[config.mk]
export PLATFORM = sky130hd
export DESIGN_NAME = registrador_letreiro_flat
export DESIGN_NICKNAME = d
export VERILOG_FILES = /design/src/rtl/registrador_letreiro_if.sv /design/src/rtl/registrador_letreiro.sv /design/src/flat_wrapper.sv
export SDC_FILE = /design/constraint.sdc
export NUM_CORES = 1
export LEC_CHECK = 0
export ABC_CLOCK_PERIOD_IN_PS = 2300
export CAP_MARGIN = 10
export CORE_UTILIZATION = 40
export DETAILED_ROUTE_END_ITERATION = 8
export PLACE_DENSITY = 0.77
export SYNTH_ARGS = -nofsm -noshare
export SYNTH_HDL_FRONTEND = slang
export SYNTH_SLANG_ARGS = --single-unit
[constraint.sdc]
create_clock -name CLK -period 2.3 [get_ports CLK]
set_clock_uncertainty 0.05 [all_clocks]
set_input_delay 0.345 -clock CLK [delete_from_list [all_inputs] [get_ports CLK]]
set_output_delay 0.345 -clock CLK [all_outputs]
set_load 0.01 [all_outputs]
[src/rtl/registrador_letreiro_if.sv]
// Control and display bus of the scrolling message register.
// The master drives the mode/pattern/rate controls.
// The slave (the register itself) returns the window, the ring and the step/wrap pulses.
interface registrador_letreiro_if #(
    parameter int WIDTH = 16,
    parameter int WIN   = 7,
    parameter int DIV_W = 8
);
    localparam int PW = $clog2(WIDTH);

    logic             ch0;
    logic             ch1;
    logic             dir;
    logic             pat_sel;
    logic [WIDTH-1:0] data_in;
    logic [DIV_W-1:0] div;
    logic [WIN-1:0]   saida;
    logic [WIDTH-1:0] ring_q;
    logic [PW-1:0]    pos;
    logic             step;
    logic             wrap;

    modport master (
        output ch0, ch1, dir, pat_sel, data_in, div,
        input  saida, ring_q, pos, step, wrap
    );

    modport slave (
        input  ch0, ch1, dir, pat_sel, data_in, div,
        output saida, ring_q, pos, step, wrap
    );
endinterface

[src/rtl/registrador_letreiro.sv]
// Rotating message register for the scrolling display panel.
// It holds a WIDTH-bit ring pattern and shows its top WIN bits as the visible window.
// The ring can be held, loaded, rotated continuously or scrolled ping-pong.
// A prescaler sets the scroll rate: one step every div+1 clock cycles.
module registrador_letreiro #(
    parameter int               WIDTH = 16,
    parameter int               WIN   = 7,
    parameter logic [WIDTH-1:0] INIT  = 16'b1010_1110_1110_1110,
    parameter int               DIV_W = 8
) (
    input  logic                  CLK,
    input  logic                  RST_N,
    registrador_letreiro_if.slave bus
);
    localparam int            PW      = $clog2(WIDTH);
    localparam logic [PW-1:0] POS_MAX = PW'(WIDTH - 1);
    localparam logic [PW-1:0] PP_TURN = PW'(WIDTH - WIN);

    typedef enum logic [1:0] {
        MODE_HOLD = 2'b00,
        MODE_LOAD = 2'b01,
        MODE_ROT  = 2'b10,
        MODE_PP   = 2'b11
    } mode_t;

    typedef enum logic {
        PP_LEFT  = 1'b0,
        PP_RIGHT = 1'b1
    } pp_dir_t;

    mode_t            mode;
    pp_dir_t          pp_dir, pp_nxt;
    logic [WIDTH-1:0] ring, ring_nxt;
    logic [PW-1:0]    pos, pos_nxt;
    logic [DIV_W-1:0] cnt, cnt_nxt;
    logic             step, step_nxt;
    logic             wrap, wrap_nxt;
    logic             move_right;

    assign mode = mode_t'({bus.ch1, bus.ch0});

    assign bus.saida  = ring[WIDTH-1 -: WIN];
    assign bus.ring_q = ring;
    assign bus.pos    = pos;
    assign bus.step   = step;
    assign bus.wrap   = wrap;

    // State register: ring, offset, prescaler, ping-pong direction and the registered pulses
    always_ff @(posedge CLK or negedge RST_N) begin
        if (!RST_N) begin
            ring   <= INIT;
            pos    <= '0;
            cnt    <= '0;
            pp_dir <= PP_LEFT;
            step   <= 1'b0;
            wrap   <= 1'b0;
        end else begin
            ring   <= ring_nxt;
            pos    <= pos_nxt;
            cnt    <= cnt_nxt;
            pp_dir <= pp_nxt;
            step   <= step_nxt;
            wrap   <= wrap_nxt;
        end
    end

    // Next state: a tick is cnt >= div, so lowering div mid-count never stalls; ping-pong reverses without a dwell step
    always_comb begin
        ring_nxt   = ring;
        pos_nxt    = pos;
        cnt_nxt    = cnt;
        pp_nxt     = pp_dir;
        step_nxt   = 1'b0;
        wrap_nxt   = 1'b0;
        move_right = 1'b0;
        unique case (mode)
            MODE_HOLD: begin
                cnt_nxt = '0;
            end
            MODE_LOAD: begin
                ring_nxt = bus.pat_sel ? bus.data_in : INIT;
                pos_nxt  = '0;
                cnt_nxt  = '0;
                pp_nxt   = PP_LEFT;
            end
            MODE_ROT, MODE_PP: begin
                if (cnt >= bus.div) begin
                    cnt_nxt = '0;
                    if (mode == MODE_ROT) begin
                        move_right = bus.dir;
                    end else if (pp_dir == PP_LEFT && pos >= PP_TURN) begin
                        move_right = 1'b1;
                        pp_nxt     = PP_RIGHT;
                    end else if (pp_dir == PP_RIGHT && pos == '0) begin
                        move_right = 1'b0;
                        pp_nxt     = PP_LEFT;
                    end else begin
                        move_right = (pp_dir == PP_RIGHT);
                    end
                    if (move_right) begin
                        ring_nxt = {ring[0], ring[WIDTH-1:1]};
                        pos_nxt  = (pos == '0) ? POS_MAX : pos - 1'b1;
                    end else begin
                        ring_nxt = {ring[WIDTH-2:0], ring[WIDTH-1]};
                        pos_nxt  = (pos == POS_MAX) ? '0 : pos + 1'b1;
                    end
                    step_nxt = 1'b1;
                    wrap_nxt = (pos_nxt == '0);
                end else begin
                    cnt_nxt = cnt + 1'b1;
                end
            end
            default: begin
                cnt_nxt = '0;
            end
        endcase
    end
endmodule

[src/flat_wrapper.sv]
// flat-port wrapper written by rule: the top's interface ports become plain ports
module registrador_letreiro_flat 
#(
    parameter int               WIDTH = 16,
    parameter int               WIN   = 7,
    parameter logic [WIDTH-1:0] INIT  = 16'b1010_1110_1110_1110,
    parameter int               DIV_W = 8
)
  (CLK, RST_N, bus_ch0, bus_ch1, bus_dir, bus_pat_sel, bus_data_in, bus_div, bus_saida, bus_ring_q, bus_pos, bus_step, bus_wrap);
  registrador_letreiro_if #(.WIDTH(WIDTH), .WIN(WIN), .DIV_W(DIV_W)) bus_i ();
  input  logic CLK;
  input  logic RST_N;
  input wire logic [$bits(bus_i.ch0)-1:0] bus_ch0;
  input wire logic [$bits(bus_i.ch1)-1:0] bus_ch1;
  input wire logic [$bits(bus_i.dir)-1:0] bus_dir;
  input wire logic [$bits(bus_i.pat_sel)-1:0] bus_pat_sel;
  input wire logic [$bits(bus_i.data_in)-1:0] bus_data_in;
  input wire logic [$bits(bus_i.div)-1:0] bus_div;
  output wire logic [$bits(bus_i.saida)-1:0] bus_saida;
  output wire logic [$bits(bus_i.ring_q)-1:0] bus_ring_q;
  output wire logic [$bits(bus_i.pos)-1:0] bus_pos;
  output wire logic [$bits(bus_i.step)-1:0] bus_step;
  output wire logic [$bits(bus_i.wrap)-1:0] bus_wrap;
  assign bus_i.ch0 = bus_ch0;
  assign bus_i.ch1 = bus_ch1;
  assign bus_i.dir = bus_dir;
  assign bus_i.pat_sel = bus_pat_sel;
  assign bus_i.data_in = bus_data_in;
  assign bus_i.div = bus_div;
  assign bus_saida = bus_i.saida;
  assign bus_ring_q = bus_i.ring_q;
  assign bus_pos = bus_i.pos;
  assign bus_step = bus_i.step;
  assign bus_wrap = bus_i.wrap;
  registrador_letreiro #(.WIDTH(WIDTH), .WIN(WIN), .INIT(INIT), .DIV_W(DIV_W)) u_core (.CLK(CLK), .RST_N(RST_N), .bus(bus_i));
endmodule
==> qor.yml, run 1 <==
ios: 59
die_area_um2: 5260
endpoint_kind: "flop"
grt_antenna_before_repair: 0
cp-start-kind: "flop"
grtUsageTotal_pct: 19.6
grt_pass1_vias: 1667
fmax_mhz: 447
drive_gt1_share_pct: 19.5
power_leakage_nw: 1.21
grt_use_met2_pct: 30.5
dp_slack_ns: -0.369
timing_hold_violations_final: 0
synth_largest_area_cell: "dfrtp_1"
utilization_pct: 58.8
fp.dieH_um: 72.5
crit_type: "reg2reg"
cts_tree: "yes"
htree_num_levels: 2
cts_buffers: 5
crit_fanout: 8
wl_mm: 4.70
worstPathRequired_ns: 2.42
finalSetupViolations: 0
drc_errors: 0
irDropWorstVdd_mv: 0.253
final_common_cell: "clkdlybuf4s50_1"
final_cell_mix: "clkdlybuf4s50_1 (56), dfrtp_1 (20), nand3_1 (16)"
tightest_slew_ns: 0.420
clkSlewWorstSetupHoldPaths_ns: 0.06
antenna_cells: 0
io_buffers: 58
p_comb_share_pct: 24.1
synth_edf_count: 0
drt_iter0_markers: 158
swShare_pct: 27.0
die_w_um: 72.5
synthDistinctLibCells: 38
use_met3_pct: 5.14
maxCapViolations: 0
worstRegToRegCells: 9
root_buffer: "clkbuf_8"
nets: 302
powerDensity_nw_per_um2: 492
via_per_inst: 5.15
syn_inst: 195
clockBufferDepth: 2
netSwitchingPower_w: 0.000371
pwr-share-seq_pct: 45.9
worst_slack_ns: 0.0618
slew_violations: 0
nFillCells: 424
dp_cells: 320
busiest_layer: "met2"
area_growth_pct: 40.4
drt-wirelength-per-cell_um: 14.3
netlist_top_cells_area: "dfrtp_1 (25%), dfstp_2 (15%), ha_1 (7.5%), mux2i_1 (6.5%), o221a_1 (5.7%)"
first_pass_iters: 4
p_clk_share_pct: 30.1
grt_max_degree: 32
gp_congestion: 0.836
cts.sinks: 31
period_share_pct: 97.3
fin_crit_ns: 2.24
vias: 1690
globalRouteMet1Util_pct: 26.6
yosys_warnings: 0
core_region_area_um2: 4750
clk_latency_ns: 0.29
ys_seq_area_share_pct: 39.7
start_util_pct: 41.8
ys_ff_latch: 31
whs_ns: 0.405
overflow: 0
p_int_w: 0.00100
synth_flop_cell: "dfrtp_1"
grt_pass1_wl_mm: 7.80
yosys.area.top_type_share_pct: 25.2
status: "finished, final reports clean"
post-cts-setup-buffers: 0
synth_nets: 237
syn-cell-area_um2: 1990
slew_headroom_pct: 71.9
worstHoldPathType: "in2async"
r2r-start: "u_core.cnt[0]"
rsz0062_at_grt: "yes"
worstPathArrival_ns: 2.36
drtAntennaViolNets: 0
r2r_slack_ns: 0.06
avgSynthCellArea_um2: 10.2
r2r_end: "u_core.bus.ring_q[14]"
synthArstFlopShare_pct: 100
hpwl_mm: 3.47
final_cell_count_no_fill: 328
rows: 25
==> worst max-delay path: stages, from the launching register on <==
cell and delay, ns:
dfrtp_1 0.34, inv_1 0.04, ha_1 0.28, nand2b_4 0.13, a2111o_1 0.38, a31oi_2 0.18, o211ai_1 0.13, o21a_1 0.17
buf_6 0.15, o221a_1 0.25
==> power groups by stage <==
stage                     combinational (W)  sequential, W  clock (W)
after floorplan                    0.000149       0.000645          0
after global placement             0.000317       0.000640          0
after detailed placement           0.000324       0.000641          0
after CTS                          0.000325       0.000632   0.000418
after global routing               0.000358       0.000636   0.000449
final                              0.000331       0.000631   0.000413
==> cell families after synthesis <==
kind of cell | Yosys count | synth area share (%)
and+or+nand+nor | 56 | 13.8
AOI/OAI and AO/OA | 40 | 18.0
DFF | 31 | 39.7
buffers and inverters | 30 | 8.11
muxes | 18 | 9.37
adders and majority gates | 12 | 7.55
xor gates and xnor gates | 8 | 3.52
==> state kept, by name (all words and copies together) (netlist names) <==
register and cells:
u_core.pp_dir 1, u_core.bus.pos 4, u_core.bus.wrap 1, u_core.bus.ring_q 16, u_core.bus.step 1, u_core.cnt 8
==> layout make-up <==
cell class | instances | area, µm² | share of cell area, %
clock buffers | 7 | 76.3 | 2.73
clock inverters | 1 | 5.00 | 0.179
inverters | 14 | 52.6 | 1.88
multi-input cells | 134 | 1060 | 38.0
flip-flops and latches | 31 | 790 | 28.3
well taps | 67 | 83.8 | 3.00
repair buffers | 74 | 726 | 26.0
==> how the worst max path moves through the flow <==
stage | startpoint | to | slack, ns | cells past startpoint
2_1_floorplan | u_core.cnt[0] | u_core.bus.ring_q[12] | 0.04 | 10
3_3_place_gp | bus_div[0] | u_core.bus.ring_q[0] | -0.35 | 9
3_5_place_dp | bus_div[0] | u_core.bus.ring_q[14] | -0.37 | 9
4_1_cts | bus_div[0] | u_core.bus.ring_q[14] | -0.02 | 9
5_1_grt | u_core.cnt[0] | u_core.bus.ring_q[8] | -0.04 | 9
6_report | u_core.cnt[0] | u_core.bus.ring_q[14] | 0.06 | 9
==> layer usage <==
metal	up-vias	share of wire, %
met5	-	0
met4	0	0.94
met3	6	4.7
met2	45	47
met1	805	47
li1	834	-
==> stage by stage <==
stage / area (µm²) / TNS, ns / total power [W]
2_1_floorplan: 1990 / 0 / 0.000794
4_1_cts: 2760 / -0.119 / 0.00138
6_report: 2790 / 0 / 0.00138
3_3_place_gp: 2680 / -6.83 / 0.000957
3_5_place_dp: 2680 / -7.25 / 0.000965
5_1_grt: 2790 / -0.108 / 0.00144
==> cells in the mapped netlist (5+ instances only) <==
master	count
dfstp_2	11
nand2_1	14
mux2i_1	13
ha_1	12
mux2_2	5
nand3_1	16
o21ai_0	6
buf_4	8
inv_1	14
nor2_1	13
dfrtp_1	20
o221a_1	10
o221a_2	6
==> what timing repair did <==
action	CTS	global route
cloned	0	0
hold buffers	0	0
resized for setup	0	7
setup endpoints to repair	15	21
pin swaps	2	7
Power figures use the tool's default switching activity.
==> run 2: changes to the inputs <==
Settings changed: CORE_UTILIZATION 40 to 25, PLACE_DENSITY 0.77 to 0.54, RECOVER_POWER set to 50.
==> qor.yml, run 2 (synthesis gave the netlist of run 1 again) <==
final_cell_count_no_fill: 369  # was 328
crit_type: "reg2reg"  # unchanged
hpwl_mm: 3.66  # was 3.47 mm
io_buffers: 58  # unchanged
vias: 1732  # was 1690
path_delay_family: "compound AO/OA/AOI/OAI gates"  # unchanged
drt_iter0_markers: 90  # was 158
status: "finished, final reports clean"  # unchanged
r2r_slack_ns: 0.05  # was 0.06 ns
fp.dieH_um: 91.2  # was 72.5 µm
core_region_area_um2: 7730  # was 4750 µm²
worstPathArrival_ns: 2.38  # was 2.36 ns
die_w_um: 91.2  # was 72.5 µm
clk_latency_ns: 0.29  # about the same
gp_congestion: 0.746  # was 0.836
grt_pass1_wl_mm: 8.76  # was 7.80 mm
grt_antenna_before_repair: 0  # unchanged
dpl_cell_area_um2: 2740  # was 2680 µm²
finalSetupViolations: 0  # unchanged
worstPathRequired_ns: 2.43  # was 2.42 ns
die_area_um2: 8320  # was 5260 µm²
start_util_pct: 25.7  # was 41.8%
period_share_pct: 97.9  # was 97.3%
drt-wirelength-per-cell_um: 14.1  # was 14.3 µm
drtAntennaViolNets: 0  # unchanged
via_per_inst: 4.69  # was 5.15
dp_cells: 356  # was 320
worstPathCellList: "inv_1 -> ha_1 -> nand2b_4 -> a2111o_1 -> a31oi_2 -> o211ai_1 -> o21a_2 -> buf_12 -> o221a_4"  # was inv_1 -> ha_1 -> nand2b_4 -> a2111o_1 -> a31oi_2 -> o211ai_1 -> o21a_1 -> buf_6 -> o221a_1
path_buf_inv: 2  # unchanged
rows: 32  # was 25
fmax_mhz: 444  # was 447 MHz
wl_mm: 5.22  # was 4.70 mm
largest_register_ffs: 16  # unchanged
area_growth_pct: 51.8  # was 40.4%
maxCapViolations: 0  # unchanged
cpMaxStageDelayCell: "a2111o_1"  # unchanged
fin_crit_ns: 2.25  # was 2.24 ns
grtUsageTotal_pct: 13.4  # was 19.6%
r2r-start: "u_core.cnt[0]"  # unchanged
drive_gt1_share_pct: 22.8  # was 19.5%
root_buffer: "clkbuf_8"  # unchanged
endpoint_kind: "flop"  # unchanged
cts.sinks: 31  # unchanged
htree_num_levels: 2  # unchanged
irDropWorstVdd_mv: 0.246  # was 0.253 mV
cp_slowest_stage_delay_ns: 0.36  # was 0.38 ns
min_from: "u_core.cnt[7]"
finalPower_w: 0.00156  # was 0.00138 W
powerDensity_nw_per_um2: 518  # was 492 nW/µm²
clockBufferDepth: 2  # unchanged
drc_errors: 0  # unchanged
antenna_cells: 0  # unchanged
clkSlewWorstSetupHoldPaths_ns: 0.07  # was 0.06 ns
worstHoldPathType: "reg2reg"  # was in2async
power_leakage_nw: 1.29  # was 1.21 nW
cts_tree: "yes"  # unchanged
grt_max_degree: 32  # unchanged
ios: 59  # unchanged
first_pass_iters: 4  # unchanged
final_cell_mix: "clkdlybuf4s50_1 (48), dfrtp_1 (20), nand3_1 (16), buf_4 (16)"  # was clkdlybuf4s50_1 (56), dfrtp_1 (20), nand3_1 (16)
worst_slack_ns: 0.0489  # was 0.0618 ns
r2r_end: "u_core.bus.ring_q[4]"  # was u_core.bus.ring_q[14]
grt_pass1_vias: 1781  # was 1667
cp-start-kind: "flop"  # unchanged
crit_fanout: 5  # was 8
finalInstanceArea_um2: 3020  # was 2790 µm²
min_to: "u_core.cnt[7]"
overflow: 0  # unchanged
worstRegToRegCells: 9  # unchanged
slew_headroom_pct: 45.0  # was 71.9%
rsz0062_at_grt: "yes"  # unchanged
whs_path_depth: 2
cts_buffers: 5  # unchanged
nets: 308  # was 302
dp_slack_ns: -0.389  # was -0.369 ns
final_common_cell: "clkdlybuf4s50_1"  # unchanged
tightest_slew_ns: 0.825  # was 0.420 ns
timing_hold_violations_final: 0  # unchanged
slew_violations: 0  # unchanged
## run 2: area by class of cell
| type | count | area (µm²) |
|---|---|---|
| clock buffers | 6 | 82.6 |
| well taps | 102 | 128 |
| repair buffers | 80 | 805 |
| flip-flops and latches | 31 | 790 |
| inverters | 14 | 52.6 |
| fillers | 793 | 4710 |
| clock inverters | 2 | 35.0 |
| multi-input cells | 134 | 1130 |
## run 2: report_power, final
group          leakage [nW]  internal (W)  switching [W]
Sequential            0.378      0.000591      0.0000432
Clock                0.0612      0.000351       0.000221
Combinational         0.849      0.000218       0.000139
Total                  1.29       0.00116       0.000403
## run 2: worst min-delay path, stage by stage (launching register included)
cell	delay, ns
dfrtp_1	0.37
xor2_1	0.07
nor2_1	0.07
## run 2: through the flow
step | util (%) | hold slack (ns) | TNS [ns]
global placement | 35.5 | 0.485 | -7.08
global route | 39.1 | 0.540 | -0.570
finish | 39.1 | 0.506 | 0
detailed placement | 35.5 | 0.494 | -7.77
floorplan | - | -0.000591 | 0
CTS | 38.0 | 0.432 | 0
## run 2: routing by layer
| layer | track usage, % | wire [µm] | part of all wire [%] | vias to the layer above |
|---|---|---|---|---|
| met5 | 0 | 0 | 0 | - |
| met4 | 2.78 | 43 | 0.82 | 0 |
| met3 | 3.94 | 250 | 4.8 | 5 |
| met2 | 21.8 | 2440 | 47 | 43 |
| met1 | 17.6 | 2480 | 48 | 836 |
| li1 | - | - | - | 848 |
## run 2: how the worst max path moves through the flow
stage	start	endpoint	slack, ns	cells after the start
6_report	u_core.cnt[0]	u_core.bus.ring_q[4]	0.05	9
5_1_grt	bus_div[2]	u_core.bus.wrap	-0.06	10
4_1_cts	u_core.cnt[0]	u_core.bus.ring_q[4]	0.01	9
3_5_place_dp	bus_div[0]	u_core.bus.ring_q[4]	-0.39	9
3_3_place_gp	bus_div[0]	u_core.bus.ring_q[4]	-0.37	9
2_1_floorplan	u_core.cnt[0]	u_core.bus.ring_q[12]	0.04	10
## run 2: what timing repair did
item                                    in CTS  in global routing
endpoints found under the setup margin      16                 20
gates resized for setup                      8                 11
hold buffers                                 0                  0
gates cloned                                 2                  1
setup buffers                                2                  1
pin swaps                                    4                  2
==> run 3: changes to the inputs <==
Settings changed: CAP_MARGIN 10 to not set, GPL_TIMING_DRIVEN set to 0, PLACE_DENSITY 0.54 to not set.
==> qor.yml, run 3 (synthesis gave the netlist of run 1 again) <==
p_comb_share_pct: 25.4  # was 22.9%
rsz0062_at_grt: "yes"  # unchanged
maxCapViolations: 1  # was 0
irDropWorstVdd_mv: 0.202  # was 0.246 mV
cts_buffers: 5  # unchanged
nFillCells: 780  # was 793
violations: "max-capacitance violations, max-slew violations, negative setup slack"
gp_congestion: 0.716  # was 0.746
grt_max_degree: 32  # unchanged
slew_violations: 32  # was 0
finalSetupViolations: 6  # was 0
clockBufferDepth: 2  # unchanged
grt_pass1_vias: 1767  # was 1781
htree_num_levels: 2  # unchanged
worst_slack_ns: -0.0268  # was 0.0489 ns
via_per_inst: 4.79  # was 4.69
overflow: 0  # unchanged
drtAntennaViolNets: 0  # unchanged
ios: 59  # unchanged
area_growth_pct: 49.4  # was 51.8%
drt_iter0_markers: 40  # was 90
whs_path_depth: 3  # was 2
pwr-share-seq_pct: 43.9  # was 40.6%
netSwitchingPower_w: 0.000392  # was 0.000403 W
endpoint_kind: "flop"  # unchanged
dp_slack_ns: -0.565  # was -0.389 ns
worstHoldPathType: "in2reg"  # was reg2reg
final_common_cell: "clkdlybuf4s50_1"  # unchanged
grtUsageTotal_pct: 13.5  # was 13.4%
cts.sinks: 31  # unchanged
p_int_w: 0.00106  # was 0.00116 W
crit_type: "reg2reg"  # unchanged
timing_hold_violations_final: 0  # unchanged
tightest_slew_ns: 1.72  # was 0.825 ns
largest_register_ffs: 16  # unchanged
antenna_cells: 0  # unchanged
hold_buffers: 0  # unchanged
io_buffers: 57  # was 58
drc_errors: 0  # unchanged
core_region_area_um2: 7730  # unchanged
cp-start-kind: "flop"  # unchanged
slew_headroom_pct: -14.6  # was 45.0%
die_w_um: 91.2  # unchanged
grt_pass1_wl_mm: 9.00  # was 8.76 mm
fmax_mhz: 430  # was 444 MHz
whs_ns: 0.431  # was 0.506 ns
fin_crit_ns: 2.33  # was 2.25 ns
vias: 1777  # was 1732
root_buffer: "clkbuf_8"  # unchanged
p_clk_share_pct: 30.7  # was 36.5%
drive_gt1_share_pct: 23.4  # was 22.8%
power_leakage_nw: 1.26  # was 1.29 nW
clkSlewWorstSetupHoldPaths_ns: 0.07  # about the same
worstPathArrival_ns: 2.44  # was 2.38 ns
hpwl_mm: 3.64  # was 3.66 mm
die_area_um2: 8320  # unchanged
powerDensity_nw_per_um2: 487  # was 518 nW/µm²
drt-wirelength-per-cell_um: 14.3  # was 14.1 µm
status: "finished with violations"  # was finished, final reports clean
period_share_pct: 101  # was 97.9%
finalPower_w: 0.00145  # was 0.00156 W
fp.dieH_um: 91.2  # unchanged
worstRegToRegCells: 10  # was 9
nets: 310  # was 308
start_util_pct: 25.7  # unchanged
grt_antenna_before_repair: 0  # unchanged
clk_latency_ns: 0.28  # was 0.29 ns
swShare_pct: 27.1  # was 25.8%
first_pass_iters: 4  # unchanged
wl_mm: 5.29  # was 5.22 mm
crit_fanout: 4  # was 5
final_cell_mix: "clkdlybuf4s50_1 (49), dfrtp_1 (18), nand3_1 (16)"  # was clkdlybuf4s50_1 (48), dfrtp_1 (20), nand3_1 (16), buf_4 (16)
cts_tree: "yes"  # unchanged
worstPathRequired_ns: 2.41  # was 2.43 ns
rows: 32  # unchanged
## run 3: cell count changes in the layout (fill, tap and decap cells not counted), moves of 2 or more
| cell | change |
|---|---|
| o221a_4 | -2 |
| clkbuf_16 | -2 |
| o221a_2 | +2 |
| buf_6 | +3 |
| buf_2 | +3 |
| buf_4 | -3 |
| buf_12 | -2 |
| dfrtp_1 | -2 |
| dfrtp_2 | +2 |
| clkbuf_1 | +4 |
| dlygate4sd3_1 | -3 |
## run 3: layer usage
| metal | vias to the layer above | wire, µm | global-route usage (%) |
|---|---|---|---|
| li1 | 848 | - | - |
| met1 | 875 | 2540 | 18.5 |
| met2 | 50 | 2490 | 21.8 |
| met3 | 4 | 226 | 3.02 |
| met4 | 0 | 29 | 2.78 |
| met5 | - | 0 | 0 |
## run 3: final timing paths
path	to	slack, ns	startpoint
worst max-delay path	u_core.bus.ring_q[14]	-0.03	u_core.cnt[0]
worst min-delay path	u_core.bus.step	0.43	bus_ch1
worst max register to register	u_core.bus.ring_q[14]	-0.03	u_core.cnt[0]
worst min register to register	u_core.cnt[0]	0.51	u_core.cnt[0]
max in group asynchronous	u_core.bus.pos[1]	0.62	RST_N
min in group asynchronous	u_core.bus.ring_q[4]	0.46	RST_N
## run 3: critical path, stage by stage, from the launching register on
cell	delay, ns
dfrtp_1	0.35
inv_1	0.05
ha_1	0.28
nand2b_4	0.14
a2111o_1	0.40
a31oi_4	0.16
o211ai_1	0.12
o21a_1	0.16
buf_4	0.14
buf_6	0.12
o221a_1	0.24
## run 3: repair_timing
item,4_1_cts,5_1_grt
resized for setup,19,4
buffers inserted,6,1
gates cloned,2,0
setup endpoints to repair,23,20
pin swaps,6,4
## run 3: power groups by stage
stage | Clock (W) | Combinational [W] | Sequential [W]
after floorplan | 0 | 0.000149 | 0.000645
after global placement | 0 | 0.000323 | 0.000644
after detailed placement | 0 | 0.000327 | 0.000645
after CTS | 0.000456 | 0.000368 | 0.000636
after global routing | 0.000480 | 0.000396 | 0.000643
final | 0.000445 | 0.000368 | 0.000636
## run 3: cell type report
cell class	instances	area (µm²)	share of cell area, %
well taps	102	128	4.29
clock buffers	7	86.3	2.90
inverters	14	52.6	1.77
multi-input cells	134	1130	38.2
flip-flops and latches	31	792	26.6
repair buffers	66	657	22.1
clock inverters	1	5.00	0.168
plain buffers	16	118	3.96
## run 3: through the flow
stage               instance area (µm²)  setup TNS, ns  std cells  utilization [%]
floorplan                          1990              0        195                -
global placement                   2690         -11.05        354             34.8
detailed placement                 2680         -12.70        354             34.7
CTS                                2940         -0.201        370             38.1
global route                       2970          -2.25        371             38.5
finish                             2970         -0.111        371             38.5
